## src/rtl/esw_pkg.sv

```systemverilog
// -----------------------------------------------------------------------------
// esw_pkg
// Shared definitions for the ESW packet-action dispatcher:
//   - flit header codes carried in flit bits [133:132]
//   - bit offsets inside the per-packet action word
//   - dispatcher FSM state encoding
//   - saturating 8-bit counter helper
// No ports (package).
// -----------------------------------------------------------------------------
package esw_pkg;

    localparam int FLIT_W = 134;

    localparam logic [1:0] HDR_HEAD = 2'b01;
    localparam logic [1:0] HDR_MID  = 2'b11;
    localparam logic [1:0] HDR_TAIL = 2'b10;

    localparam int ACT_DROP    = 0;
    localparam int ACT_IBM     = 1;
    localparam int ACT_MAP_LSB = 2;

    typedef enum logic [1:0] {
        IDLE = 2'd0,
        FWD  = 2'd1,
        DROP = 2'd2
    } state_e;

    // A single flit can raise two events of the same kind (e.g. an unexpected
    // head that also lacks its action), hence the 2-bit increment.
    function automatic logic [7:0] sat_add8(input logic [7:0] a, input logic [1:0] n);
        logic [8:0] s;
        s = {1'b0, a} + {7'd0, n};
        return s[8] ? 8'hFF : s[7:0];
    endfunction

endpackage

```

## src/rtl/esw_dispatch_port.sv

```systemverilog
// -----------------------------------------------------------------------------
// esw_dispatch_port
// One registered output lane of the dispatcher (a GOE port or the IBM path).
// The strobes arriving here are already gated by this lane's mask bit.
// Ports:
//   clk, rst_n    clock, asynchronous active-low reset
//   data_i        flit to forward
//   data_wr_i     write this flit on the lane
//   valid_i       packet keep flag for the end-of-packet strobe
//   valid_wr_i    end-of-packet strobe for the lane
//   data_o, data_wr_o, valid_o, valid_wr_o   registered lane outputs
// -----------------------------------------------------------------------------
module esw_dispatch_port
    import esw_pkg::*;
(
    input  logic              clk,
    input  logic              rst_n,
    input  logic [FLIT_W-1:0] data_i,
    input  logic              data_wr_i,
    input  logic              valid_i,
    input  logic              valid_wr_i,
    output logic [FLIT_W-1:0] data_o,
    output logic              data_wr_o,
    output logic              valid_o,
    output logic              valid_wr_o
);

    logic [FLIT_W-1:0] data_q;
    logic              data_wr_q;
    logic              valid_q;
    logic              valid_wr_q;

    always_ff @(posedge clk or negedge rst_n) begin
        if (!rst_n) begin
            data_q     <= '0;
            data_wr_q  <= 1'b0;
            valid_q    <= 1'b0;
            valid_wr_q <= 1'b0;
        end else begin
            data_wr_q  <= data_wr_i;
            valid_wr_q <= valid_wr_i;
            // valid is only meaningful alongside valid_wr; keep it low otherwise
            valid_q    <= valid_wr_i & valid_i;
            if (data_wr_i) begin
                data_q <= data_i;
            end
        end
    end

    assign data_o     = data_q;
    assign data_wr_o  = data_wr_q;
    assign valid_o    = valid_q;
    assign valid_wr_o = valid_wr_q;

endmodule

```

## src/rtl/esw_pkt_dispatch.sv

```systemverilog
// -----------------------------------------------------------------------------
// esw_pkt_dispatch
// Replicates each packet of the 134-bit flit stream to any subset of NUM_PORTS
// GOE ports and/or the IBM path, as selected by the per-packet action word.
// The IBM copy is admitted only when bufm_ID_count > BUFM_THRESH at the head.
// All outputs are registered (1-cycle latency), no backpressure.
// Ports:
//   clk, rst_n                       clock, asynchronous active-low reset
//   in_data/in_data_wr               flit stream ([133:132] header code)
//   in_valid/in_valid_wr             keep flag / end-of-packet strobe (tail)
//   in_action/in_action_wr           {port bitmap, to_ibm, drop} / strobe (head)
//   in_tsn_md                        TSN metadata, sampled with in_action_wr
//   bufm_ID_count                    free IBM buffer IDs
//   out_ibm_*                        IBM path flits, strobes and metadata
//   out_port_*                       GOE port i at slice [134*i +: 134] / bit i
//   pktout_cnt, drop_cnt             forwarded / discarded packet counters (wrap)
//   bufm_drop_cnt, proto_err_cnt     credit refusals / framing errors (saturate)
// -----------------------------------------------------------------------------
module esw_pkt_dispatch
    import esw_pkg::*;
#(
    parameter int NUM_PORTS   = 4,
    parameter int BUFM_THRESH = 2,
    parameter int MD_W        = 24
) (
    input  logic                        clk,
    input  logic                        rst_n,
    input  logic [FLIT_W-1:0]           in_data,
    input  logic                        in_data_wr,
    input  logic                        in_valid,
    input  logic                        in_valid_wr,
    input  logic [NUM_PORTS+1:0]        in_action,
    input  logic                        in_action_wr,
    input  logic [MD_W-1:0]             in_tsn_md,
    input  logic [4:0]                  bufm_ID_count,
    output logic [FLIT_W-1:0]           out_ibm_data,
    output logic                        out_ibm_data_wr,
    output logic                        out_ibm_valid,
    output logic                        out_ibm_valid_wr,
    output logic [MD_W-1:0]             out_ibm_tsn_md,
    output logic                        out_ibm_tsn_md_wr,
    output logic [FLIT_W*NUM_PORTS-1:0] out_port_data,
    output logic [NUM_PORTS-1:0]        out_port_data_wr,
    output logic [NUM_PORTS-1:0]        out_port_valid,
    output logic [NUM_PORTS-1:0]        out_port_valid_wr,
    output logic [63:0]                 pktout_cnt,
    output logic [31:0]                 drop_cnt,
    output logic [7:0]                  bufm_drop_cnt,
    output logic [7:0]                  proto_err_cnt
);

    localparam int         NO     = NUM_PORTS + 1;   // lanes: GOE ports, then IBM
    localparam logic [4:0] THRESH = BUFM_THRESH[4:0];

    state_e          state_q, state_d;
    logic [NO-1:0]   mask_q, mask_d;
    logic [MD_W-1:0] md_q;
    logic            md_wr_q;
    logic [63:0]     pktout_q;
    logic [31:0]     drop_q;
    logic [7:0]      bufm_drop_q;
    logic [7:0]      proto_err_q;

    logic [NO-1:0]   data_en, end_en, end_val, new_mask;
    logic            md_wr, pkt_inc, bufm_inc;
    logic [1:0]      drop_n, err_n;
    logic            is_head, ibm_ok;

    assign is_head = (in_data[FLIT_W-1 -: 2] == HDR_HEAD);
    assign ibm_ok  = in_action[ACT_IBM] && (bufm_ID_count > THRESH);

    always_comb begin
        state_d  = state_q;
        mask_d   = mask_q;
        data_en  = '0;
        end_en   = '0;
        end_val  = '0;
        new_mask = '0;
        md_wr    = 1'b0;
        pkt_inc  = 1'b0;
        bufm_inc = 1'b0;
        drop_n   = 2'd0;
        err_n    = 2'd0;

        if (in_data_wr && is_head) begin
            // A head while a packet is still open: terminate the open packet
            // as not-kept on its lanes in the same cycle the new head goes out.
            if (state_q != IDLE) begin
                end_en = mask_q;
                drop_n = drop_n + 2'd1;
                err_n  = err_n + 2'd1;
            end
            if (in_action_wr) begin
                if (!in_action[ACT_DROP]) begin
                    new_mask = {ibm_ok, in_action[ACT_MAP_LSB +: NUM_PORTS]};
                    bufm_inc = in_action[ACT_IBM] & ~ibm_ok;
                end
            end else begin
                err_n = err_n + 2'd1;
            end
            data_en = new_mask;
            md_wr   = new_mask[NUM_PORTS];
            if (in_valid_wr) begin
                // single-flit packet: head and tail in one cycle
                state_d = IDLE;
                mask_d  = '0;
                if (new_mask != '0) begin
                    end_en  = end_en | new_mask;
                    end_val = in_valid ? new_mask : '0;
                    if (in_valid) pkt_inc = 1'b1;
                    else          drop_n  = drop_n + 2'd1;
                end else begin
                    drop_n = drop_n + 2'd1;
                end
            end else begin
                state_d = (new_mask != '0) ? FWD : DROP;
                mask_d  = new_mask;
            end
        end else if (in_data_wr) begin
            case (state_q)
                FWD: begin
                    data_en = mask_q;
                    if (in_valid_wr) begin
                        end_en  = mask_q;
                        end_val = in_valid ? mask_q : '0;
                        if (in_valid) pkt_inc = 1'b1;
                        else          drop_n  = drop_n + 2'd1;
                        state_d = IDLE;
                        mask_d  = '0;
                    end
                end
                DROP: begin
                    if (in_valid_wr) begin
                        drop_n  = drop_n + 2'd1;
                        state_d = IDLE;
                    end
                end
                default: begin
                    // body/tail flit with no open packet
                    err_n = err_n + 2'd1;
                end
            endcase
        end
    end

    always_ff @(posedge clk or negedge rst_n) begin
        if (!rst_n) begin
            state_q     <= IDLE;
            mask_q      <= '0;
            md_q        <= '0;
            md_wr_q     <= 1'b0;
            pktout_q    <= '0;
            drop_q      <= '0;
            bufm_drop_q <= '0;
            proto_err_q <= '0;
        end else begin
            state_q     <= state_d;
            mask_q      <= mask_d;
            md_wr_q     <= md_wr;
            if (md_wr) begin
                md_q <= in_tsn_md;
            end
            pktout_q    <= pktout_q + {63'd0, pkt_inc};
            drop_q      <= drop_q + {30'd0, drop_n};
            bufm_drop_q <= sat_add8(bufm_drop_q, {1'b0, bufm_inc});
            proto_err_q <= sat_add8(proto_err_q, err_n);
        end
    end

    logic [FLIT_W-1:0] lane_data [NO];
    logic [NO-1:0]     lane_dwr, lane_v, lane_vwr;

    for (genvar g = 0; g < NO; g++) begin : g_lane
        esw_dispatch_port u_port (
            .clk        (clk),
            .rst_n      (rst_n),
            .data_i     (in_data),
            .data_wr_i  (data_en[g]),
            .valid_i    (end_val[g]),
            .valid_wr_i (end_en[g]),
            .data_o     (lane_data[g]),
            .data_wr_o  (lane_dwr[g]),
            .valid_o    (lane_v[g]),
            .valid_wr_o (lane_vwr[g])
        );
        if (g < NUM_PORTS) begin : g_goe
            assign out_port_data[FLIT_W*g +: FLIT_W] = lane_data[g];
        end
    end

    assign out_port_data_wr  = lane_dwr[NUM_PORTS-1:0];
    assign out_port_valid    = lane_v[NUM_PORTS-1:0];
    assign out_port_valid_wr = lane_vwr[NUM_PORTS-1:0];

    assign out_ibm_data      = lane_data[NUM_PORTS];
    assign out_ibm_data_wr   = lane_dwr[NUM_PORTS];
    assign out_ibm_valid     = lane_v[NUM_PORTS];
    assign out_ibm_valid_wr  = lane_vwr[NUM_PORTS];
    assign out_ibm_tsn_md    = md_q;
    assign out_ibm_tsn_md_wr = md_wr_q;

    assign pktout_cnt    = pktout_q;
    assign drop_cnt      = drop_q;
    assign bufm_drop_cnt = bufm_drop_q;
    assign proto_err_cnt = proto_err_q;

endmodule

```

## config.mk

```make
export PLATFORM = sky130hd
export DESIGN_NAME = esw_pkt_dispatch
export DESIGN_NICKNAME = d
export VERILOG_FILES = /design/src/rtl/esw_pkg.sv /design/src/rtl/esw_dispatch_port.sv /design/src/rtl/esw_pkt_dispatch.sv
export SDC_FILE = /design/constraint.sdc
export NUM_CORES = 1
export LEC_CHECK = 0
export BUFFER_PORTS_ARGS = -buffer_cell sky130_fd_sc_hd__buf_4
export CAP_MARGIN = 10
export CORE_AREA = 4 4 381 383
export DETAILED_ROUTE_END_ITERATION = 7
export DIE_AREA = 0 0 385 387
export GPL_ROUTABILITY_DRIVEN = 0
export PLACE_DENSITY = 0.53
export SETUP_SLACK_MARGIN = 0.2
export SLEW_MARGIN = 20
export SYNTH_ARGS = -nofsm -noshare
export SYNTH_HDL_FRONTEND = slang
export SYNTH_SLANG_ARGS = --single-unit
export TNS_END_PERCENT = 20
```

## constraint.sdc

```tcl
create_clock -name clk -period 3.2 [get_ports clk]
set_input_delay 0.16 -clock clk [delete_from_list [all_inputs] [get_ports clk]]
set_output_delay 0.16 -clock clk [all_outputs]
set_load 0.02 [all_outputs]
```

==> flow_summary.yaml <==
run_status:
  status: "finished, final reports clean"
place:
  port_buffers: 996
  dp_hpwl_um: 84100
  placed_area_mm2: 0.0423
  place_ws_ns: 0.0509
sta:
  period_minus_slack_ns: 2.94
  worst_slack_ns: 0.265
  slew_headroom: 0.481
  fin_crit_sh: 0.917
  tightest_slew_ns: 0.772
  slew_violations: 0
  rsz0062_at_grt: "yes"
  fmax_mhz: 341
  finalSetupViolCount: 0
  setup-tns-final_ns: 0
  skew_ns: 0.0304
  hold_viol_final: 0
  whs_ns: 0.114
clock_network:
  cts.clk_slew.worst_paths_ns: 0.06
  h-tree-depth: 3
  clock_latency_ns: 0.69
  cts_max_path_buffers: 3
  cts-root-buf: "clkbuf_16"
  cts_tree: "done"
  cts_buffers: 93
  cts.sinks: 829
die:
  dieArea_mm2: 0.149
  num_rows: 138
  die_w_um: 385
  io_pins: 997
  start_util: 0.226
  core_mm2: 0.141
  die_y_um: 387
worst_setup_path:
  critPathMaxFanout: 6
  crit_family: "adder cells"
  cp.arrival_ns: 3.48
  max_stage_delay_ns: 0.38
  cp-end-kind: "register"
  critPathBufInv: 4
  worstSetupPathType: "reg -> reg"
  crit_chain: "inv_2 > ha_4 > inv_4 > ha_4 > mux2i_1 > o31ai_1 > ha_2 > inv_2 > fa_2 > nand4b_1 > nor3_2 > buf_4 > nand3_1 > xnor2_1"
  slowest_stage: "dfrtp_1"
  start_kind: "register"
  crit_required_ns: 3.75
final_layout:
  final-seq-area_mm2: 0.0207
  n_fill_cell: 14000
  fin_area_mm2: 0.0475
  diodes: 0
  syn_to_final_growth_pct: 48.7
  num-nets-final: 3549
  drive_gt1_frac: 0.568
  multi_input_area_mm2: 0.0107
  final_common_cell: "buf_4"
  final_cell_mix: "1062 x buf_4, 829 x dfrtp_1, 668 x mux2_2"
power_and_ir_drop:
  ir_drop_mv: 0.699
  p_total_mw: 48.3
  power_density_mw_per_mm2: 1020
  leakage_nw: 22.4
route:
  drtAntennaViolNets: 0
  drc: 0
  wire_per_inst_um: 21.4
  dr.pass1.iters: 5
  vias: 22200
  drt_iter0_drc: 785
  vias_per_cell: 4.16
  drt_wl_total_um: 114000
synth:
  synth_edf_count: 0
  synth_nets: 2286
  ys_types: 51
  synth-async-reset-ratio: 1.00
  ys_seq_area_frac: 0.650
  syn_inst: 2096
  synth.cell_area_mm2: 0.0319
  yosys_warnings: 0
  synth_ff_type: "dfrtp_1"
  avgSynthCellArea_um2: 15.2
  ys_ff_latch: 829
global_routing:
  grt_max_degree: 73
  grt_overflow: 0
  grt_pass1_vias: 23700
  antenna_found_initial: 8
  grt_use_total: 0.149
  grt_pass1_wl_um: 166000
worst_hold_path:
  hp-class: "in -> async"
flow_run:
  drv_cap: 0
-- registers in the layout, summed over array words and instances (netlist names) --
| register | flops |
|---|---|
| mask_q | 5 |
| g_lane.u_port.valid_o | 5 |
| out_ibm_tsn_md | 24 |
| g_lane.u_port.data_o | 670 |
| state_q | 2 |
| bufm_drop_cnt | 8 |
| proto_err_cnt | 8 |
| g_lane.u_port.data_wr_o | 5 |
| pktout_cnt | 64 |
| g_lane.u_port.valid_wr_o | 5 |
| drop_cnt | 32 |
| out_ibm_tsn_md_wr | 1 |
-- what timing repair did --
| item | CTS | global route |
|---|---|---|
| pin swaps | 5 | 10 |
| hold buffers | 173 | 0 |
| gates resized for setup | 7 | 12 |
| buffers inserted | 5 | 6 |
| endpoints found under the setup margin | 10 | 32 |
| hold endpoints to repair | 1003 | 0 |
| gates cloned | 0 | 0 |
-- synthesized netlist by cell type (all sizes together) (5+ instances only) --
library cell,instances,share of area
nand2,133,0.016
mux2,670,0.24
nor4,14,0.0043
o21ai,5,0.00078
xnor2,62,0.017
xor2,38,0.010
a22o,9,0.0025
nand4,28,0.0068
nor3,19,0.0030
inv,25,0.0029
nor2,37,0.0046
and3,15,0.0029
clkbuf,7,0.00082
buf,88,0.016
ha,13,0.0051
a21oi,9,0.0014
dfrtp,829,0.65
and4,5,0.0014
nand3,48,0.0077
nor2b,6,0.0012
-- path summary, 6_finish.rpt --
check	from	end	slack, ns	cells after the start
worst min-delay path	rst_n	g_lane[1].u_port.data_o[45]	0.11	2
min in group clk	in_action_wr	proto_err_cnt[0]	0.15	7
max in group asynchronous	rst_n	proto_err_cnt[4]	2.09	4
worst max register to register	state_q[0]	drop_cnt[22]	0.26	14
worst min register to register	out_ibm_tsn_md[19]	out_ibm_tsn_md[19]	0.48	2
worst max-delay path	state_q[0]	drop_cnt[22]	0.26	14
-- logic make-up (layout without fill, tap and decap cells) --
group / count (synthesis) / count (layout) / synth area share
adder cells (fa/ha/maj): 15 / 15 / 0.00635
multiplexers: 671 / 671 / 0.237
AND/OR/NAND/NOR: 321 / 321 / 0.0514
XOR/XNOR: 100 / 100 / 0.0274
flip-flops: 829 / 829 / 0.650
AO/OA/AOI/OAI: 40 / 40 / 0.00870
buffers and inverters: 120 / 1459 / 0.0196
-- power breakdown --
group | switching [mW] | internal (mW)
sequential | 2.51 | 14.9
clock | 4.62 | 6.86
combinational | 10.5 | 8.94
total | 17.6 | 30.7
-- worst register-to-register path, cell delays in order (launching register included) --
cell and delay (ns):
dfrtp_1 0.38, inv_2 0.08, ha_4 0.15, inv_4 0.04
ha_4 0.24, mux2i_1 0.05, o31ai_1 0.24, ha_2 0.24
inv_2 0.04, fa_2 0.37, nand4b_1 0.30, nor3_2 0.26
buf_4 0.17, nand3_1 0.09, xnor2_1 0.13
-- metal layers --
layer	up-vias	GRT usage	share of wire
met5	-	0.000975	0.00013
met4	2	0.0653	0.043
met3	183	0.0473	0.080
met2	733	0.250	0.49
met1	11400	0.173	0.39
li1	9867	-	-
-- through the flow --
step / util / cells
floorplan: - / 2096
global placement: 0.299 / 4970
detailed placement: 0.299 / 4970
CTS: 0.335 / 5319
global route: 0.336 / 5325
finish: 0.336 / 5325
-- layout make-up --
cell class	count	share of cell area
sequential	829	0.437
multi-input combinational	1147	0.225
timing repair buffer	1263	0.216
clock buffer	140	0.0595
tap	1890	0.0498
clock inverter	31	0.0106
inverter	25	0.00203
Note: power is estimated with default switching activity, not from simulation.
